### config.mk
export PLATFORM = sky130hd
export DESIGN_NAME = matrix_operand_feeder
export DESIGN_NICKNAME = d
export VERILOG_FILES = /design/src/rtl/mat_feed_pkg.sv /design/src/rtl/complex_matrix_bank.sv /design/src/rtl/matrix_operand_feeder.sv
export SDC_FILE = /design/constraint.sdc
export NUM_CORES = 2
export LEC_CHECK = 0
export ABC_AREA = 1
export CAP_MARGIN = 20
export CORE_MARGIN = 10
export CORE_UTILIZATION = 54
export CTS_CLUSTER_SIZE = 16
export DETAILED_ROUTE_END_ITERATION = 8
export GPL_TIMING_DRIVEN = 0
export PLACE_DENSITY = 0.77
export RECOVER_POWER = 25
export SETUP_SLACK_MARGIN = 0.4
export SYNTH_ARGS = -nofsm -noshare
export SYNTH_HDL_FRONTEND = slang
export SYNTH_SLANG_ARGS = --single-unit
### constraint.sdc
create_clock -name clk -period 1.7 [get_ports clk]
set_clock_uncertainty 0.05 [all_clocks]
set_input_delay 0.34 -clock clk [delete_from_list [all_inputs] [get_ports clk]]
set_output_delay 0.34 -clock clk [all_outputs]
set_load 0.005 [all_outputs]
### src/rtl/mat_feed_pkg.sv
// Shared constants and state encoding for the matrix operand feeder.
package mat_feed_pkg;
  localparam int MAT_DIM       = 4;
  localparam int WORDS_PER_MAT = 16;
  localparam int LOAD_CNT_W    = 5;
  localparam int IDX_W         = 4;

  typedef enum logic [1:0] {LOAD, ISSUE, DONE} state_t;
endpackage

### src/rtl/complex_matrix_bank.sv
// 4x4 complex register file: one write port, combinational row or column read.
module complex_matrix_bank
  import mat_feed_pkg::*;
#(
  parameter int DATA_WIDTH = 16,
  parameter bit COL_READ   = 1'b0
) (
  input  logic                          clk,
  input  logic                          rst,
  input  logic                          wr_en,
  input  logic [IDX_W-1:0]              wr_idx,
  input  logic [DATA_WIDTH-1:0]         wr_r,
  input  logic [DATA_WIDTH-1:0]         wr_i,
  input  logic [1:0]                    rd_sel,
  output logic [MAT_DIM*DATA_WIDTH-1:0] rd_r,
  output logic [MAT_DIM*DATA_WIDTH-1:0] rd_i
);
  // Entry address is {row, col}.
  logic [WORDS_PER_MAT-1:0][DATA_WIDTH-1:0] mem_r, mem_i;

  always_ff @(posedge clk) begin
    if (rst) begin
      mem_r <= '0;
      mem_i <= '0;
    end else if (wr_en) begin
      mem_r[wr_idx] <= wr_r;
      mem_i[wr_idx] <= wr_i;
    end
  end

  for (genvar k = 0; k < MAT_DIM; k++) begin : g_rd
    localparam logic [1:0] K = 2'(k);
    logic [IDX_W-1:0] addr;
    assign addr = COL_READ ? {K, rd_sel} : {rd_sel, K};
    assign rd_r[k*DATA_WIDTH +: DATA_WIDTH] = mem_r[addr];
    assign rd_i[k*DATA_WIDTH +: DATA_WIDTH] = mem_i[addr];
  end
endmodule

### src/rtl/matrix_operand_feeder.sv
// Buffers complex matrices A and B from a serial stream, then issues the 16
// (A row, B column) operand pairs in row-major result order.
module matrix_operand_feeder
  import mat_feed_pkg::*;
#(
  parameter int INTEGER_SIZE = 6,
  parameter int FRACT_SIZE   = 10,
  parameter int DATA_WIDTH   = INTEGER_SIZE + FRACT_SIZE
) (
  input  logic                          clk,
  input  logic                          rst,
  input  logic                          in_valid,
  output logic                          in_ready,
  input  logic [DATA_WIDTH-1:0]         in_r,
  input  logic [DATA_WIDTH-1:0]         in_i,
  output logic                          out_valid,
  input  logic                          out_ready,
  output logic [MAT_DIM*DATA_WIDTH-1:0] a_row_r,
  output logic [MAT_DIM*DATA_WIDTH-1:0] a_row_i,
  output logic [MAT_DIM*DATA_WIDTH-1:0] b_col_r,
  output logic [MAT_DIM*DATA_WIDTH-1:0] b_col_i,
  output logic [1:0]                    out_row,
  output logic [1:0]                    out_col,
  output logic                          out_last,
  output logic                          done
);
  localparam logic [LOAD_CNT_W-1:0] LAST_WORD = LOAD_CNT_W'(2*WORDS_PER_MAT - 1);
  localparam logic [IDX_W-1:0]      LAST_IDX  = IDX_W'(WORDS_PER_MAT - 1);

  state_t                  state, state_nxt;
  logic [LOAD_CNT_W-1:0]   load_cnt, load_cnt_nxt;
  logic [IDX_W-1:0]        idx, idx_nxt;
  logic                    a_we, b_we;
  logic [MAT_DIM*DATA_WIDTH-1:0] a_rd_r, a_rd_i, b_rd_r, b_rd_i;

  always_ff @(posedge clk) begin
    if (rst) begin
      state    <= LOAD;
      load_cnt <= '0;
      idx      <= '0;
    end else begin
      state    <= state_nxt;
      load_cnt <= load_cnt_nxt;
      idx      <= idx_nxt;
    end
  end

  always_comb begin
    state_nxt    = state;
    load_cnt_nxt = load_cnt;
    idx_nxt      = idx;
    in_ready     = 1'b0;
    out_valid    = 1'b0;
    done         = 1'b0;
    case (state)
      LOAD: begin
        in_ready = 1'b1;
        if (in_valid) begin
          load_cnt_nxt = load_cnt + 1'b1;
          if (load_cnt == LAST_WORD) begin
            load_cnt_nxt = '0;
            state_nxt    = ISSUE;
          end
        end
      end
      ISSUE: begin
        out_valid = 1'b1;
        if (out_ready) begin
          idx_nxt = idx + 1'b1;
          if (idx == LAST_IDX) begin
            idx_nxt   = '0;
            state_nxt = DONE;
          end
        end
      end
      DONE: begin
        done      = 1'b1;
        state_nxt = LOAD;
      end
      default: state_nxt = LOAD;
    endcase
  end

  // Load-count MSB splits the stream: words 0..15 fill A, 16..31 fill B.
  assign a_we = (state == LOAD) && in_valid && !load_cnt[LOAD_CNT_W-1];
  assign b_we = (state == LOAD) && in_valid &&  load_cnt[LOAD_CNT_W-1];

  complex_matrix_bank #(.DATA_WIDTH(DATA_WIDTH), .COL_READ(1'b0)) u_bank_a (
    .clk(clk), .rst(rst), .wr_en(a_we), .wr_idx(load_cnt[IDX_W-1:0]),
    .wr_r(in_r), .wr_i(in_i), .rd_sel(idx[3:2]), .rd_r(a_rd_r), .rd_i(a_rd_i)
  );

  complex_matrix_bank #(.DATA_WIDTH(DATA_WIDTH), .COL_READ(1'b1)) u_bank_b (
    .clk(clk), .rst(rst), .wr_en(b_we), .wr_idx(load_cnt[IDX_W-1:0]),
    .wr_r(in_r), .wr_i(in_i), .rd_sel(idx[1:0]), .rd_r(b_rd_r), .rd_i(b_rd_i)
  );

  assign a_row_r  = out_valid ? a_rd_r : '0;
  assign a_row_i  = out_valid ? a_rd_i : '0;
  assign b_col_r  = out_valid ? b_rd_r : '0;
  assign b_col_i  = out_valid ? b_rd_i : '0;
  assign out_row  = out_valid ? idx[3:2] : 2'b00;
  assign out_col  = out_valid ? idx[1:0] : 2'b00;
  assign out_last = out_valid && (idx == LAST_IDX);
endmodule

==> results summary <==
The run finished, with violations left. The final reports fail on setup timing. Port buffering added 299 buffers.

The final non-filler cell area is 0.0594 mm2. CTS placed an instance of clkbuf_16 at the clock tree root. The cell count after synthesis is 7,688. The highest net fanout along the worst path is 10.

The largest area contributor in the netlist is dfxtp_1. The share of the yosys chip area belonging to registers came out at 43.5%. At the later pin of the worst-skew pair, clock insertion delay measures 710 ps. The total number of clock tree sinks is 1,035. For the worst setup path, the data arrival time is 2400 ps.

The area added between synthesis and finish is 24.9%. Across all layers, the routed design uses 52,400 vias. The final critical-path share of the clock period is 164%. The die is 317 um tall. The maximum clock frequency is 358 MHz. The standard cell core area came out at 0.0872 mm2. The fraction of post-synthesis cell area in the top cell type by area came out at 43.5%.

The wire length per cell came out at 21.0 um. The total leakage power is 0.0244 uW. The endpoint class of the critical path is an output pin. Setup repair after global routing could not meet its margin everywhere. The all-layer global routing usage came out at 36.5%. The area taken by flip-flops and latches is 0.0207 mm2.

The critical path startpoint category is a register. The average instance in the mapped netlist occupies 6.19 um2. The clock buffer count from CTS came out at 110. The largest stage delay on the critical path came out at 380 ps. The final weighted congestion in routability-driven placement came out at 0.992. Across all setup checks in the final design, the least slack found is -1090 ps. The number of failing hold endpoints at the final stage is 0. After synthesis, the netlist uses 20 different library cells.

The fill cell total of the finished layout came out at 7,640. The die footprint is 0.100 mm2. Entering global routing, the biggest net connects 16 pins. In the routed layout, each cell is associated on average with a via count of 5.57. The remaining routing DRC violations came out at 0.

The final period demand of the worst path came out at 2790 ps. The final setup violation count is 1,297. The synthesized design contains 1,035 register bits. In this run the tightest slew margin relative to its limit is 14.1%.

The number of iterations in the first detailed-routing pass came out at 6. The number of warnings printed during yosys synthesis came out at 0. Traced cell by cell, the critical path runs through clkbuf_16, clkinv_8, buf_12, buf_12, buf_12, o21ai_1, a21oi_2, buf_2. Ranked by total cell area, the synthesized netlist is headed by dfxtp_1 44%, nor2_1 24%, nand2_1 16%, o21ai_0 5.4%, a21oi_1 2.8%. In this run the horizontal extent of the chip is 317 um. VDD sags by at most 1.14 mV. For the pin with the worst max-slew slack, the measured transition is 1290 ps. The kind of cell adding the most delay to the critical path is buffers and inverters. The number of top-level pins is 300.

The power per unit of standard cell area is 890 mW/mm2. The library cell used most frequently in the layout, excluding fill and tap cells, is nor2_1. The cell area that synthesis handed to floorplanning was 0.0476 mm2.

The via count of the first global-routing pass came out at 46,600. The global-route wire length before repair is 280,000 um. The most common cell type on the critical path is buf_12. The max-cap violation count is 0. OpenSTA, run right after detailed placement, puts the worst setup slack at -1450 ps.

The routed wire length is 197,000 um. The required time at the worst-slack endpoint came out at 1310 ps. The worst setup path category is reg -> out. The count of buffer and inverter cells on the critical path is 6. The deepest level of the CTS H-tree is 3. The number of nets in the layout came out at 8,191.

Leaving out fill and tap cells, the most frequent cells in the layout are 3,022 x nor2_1, 2,070 x nand2_1, 1,030 x dfxtp_1, 198 x o21ai_1, 190 x buf_2. The placement-stage cell area is 0.0533 mm2. The initial antenna violation count came out at 7.

After floorplanning, the core was divided into 108 placement rows. Once the floorplan was initialized, standard cells occupied 54.6% of the core. TritonCTS built the clock tree.

The longest clock path from root to sink contains 3 buffers. The min-delay analysis places its worst path in the category in -> reg. The total half-perimeter wirelength after legalization and detailed placement came out at 135,000 um. The count of antenna-violating nets left after detailed routing is 0. In this run, the number of DRC markers left after iteration 0 of detailed routing was 7,106. Cells with a size suffix above 1 make up 15.2% of the layout.

After clock tree synthesis, the clock-pin slew on the worst setup and hold paths is 60 ps. The post-synthesis net count is 7,730. The count of final max-slew check failures came to 0. The multi-input gate area in the final layout is 0.0258 mm2.

For this design, the slowest cell found on the critical path is dfxtp_4. Summed over all layers, the global routing overflow is 0.
-- synth_stat cells --
cell type and number:
buf_2 116, a21oi_1 262, ha_1 6, buf_6 2, nor2_8 20, clkinv_1 1
buf_4 86, inv_1 45, clkbuf_1 279, buf_1 122, nor2_4 1, inv_2 2
nor3_1 1, nor2_1 3090, nor2_2 12, nand3_1 13, dfxtp_1 1035, nand2_1 2075
nand3_2 2, o21ai_0 518
-- per-stage QoR --
step	hold slack [ps]	setup TNS (ps)	power (uW)	utilization [%]	instances
final	303	-754350	52900	68.2	9391
after global routing	319	-781630	53900	68.2	9389
after CTS	284	-674100	52500	66.8	9353
after detailed placement	415	-1230000	28300	61.1	9143
after global placement	406	-1198910	28200	61.1	9142
after floorplan	359	0	27100	-	7688
-- flip-flops by register name, indices dropped and copies added (netlist names) --
| name | count |
|---|---|
| u_bank_a.mem_i | 256 |
| state | 2 |
| idx | 4 |
| load_cnt | 5 |
| u_bank_b.mem_i | 256 |
| u_bank_b.mem_r | 256 |
| u_bank_a.mem_r | 256 |
-- repair_timing --
item / 4_1_cts / 5_1_grt
hold buffers: 0 / 0
pin swaps: 147 / 249
endpoints found under the setup margin: 1299 / 1299
buffers inserted: 7 / 20
gates cloned: 6 / 16
resized for setup: 605 / 1154
-- final timing paths --
| path | startpoint | cells past startpoint | endpoint | slack [ps] |
|---|---|---|---|---|
| worst max-delay path | idx[0] | 8 | b_col_r[63] | -1090 |
| worst min-delay path | rst | 2 | state[1] | 300 |
| worst max register to register | state[0] | 8 | u_bank_a.mem_i[18] | -860 |
| worst min register to register | u_bank_b.mem_i[188] | 2 | u_bank_b.mem_i[188] | 420 |
-- area by class of cell --
| type | count | share of cell area, % |
|---|---|---|
| Antenna cell | 2 | 0.00842 |
| Buffer | 605 | 8.10 |
| Clock buffer | 170 | 5.53 |
| Clock inverter | 27 | 0.697 |
| Inverter | 48 | 0.354 |
| Multi-Input combinational cell | 6000 | 43.4 |
| Sequential cell | 1035 | 34.9 |
| Tap cell | 1155 | 2.43 |
| Timing Repair Buffer | 349 | 4.57 |
-- power breakdown --
| group | internal, uW | switching, uW | leakage [uW] |
|---|---|---|---|
| clock | 14500 | 10400 | 0.00181 |
| sequential | 24500 | 153 | 0.00835 |
| combinational | 850 | 2480 | 0.0142 |
| total | 39800 | 13100 | 0.0244 |
-- routing by layer --
layer	routed length (um)	global-route usage, %	vias up
li1	-	-	24400
met1	71000	43.6	23900
met2	86000	56.7	3210
met3	22600	8.30	840
met4	17300	28.2	12
met5	85	0	-
-- logic make-up after synthesis --
logic type	share of synthesized area, %
compound gates	8.20
fa+ha+maj	0.158
buf+inv	6.16
flops	43.5
simple gates	41.9
Note: power is estimated with default switching activity, not from simulation.
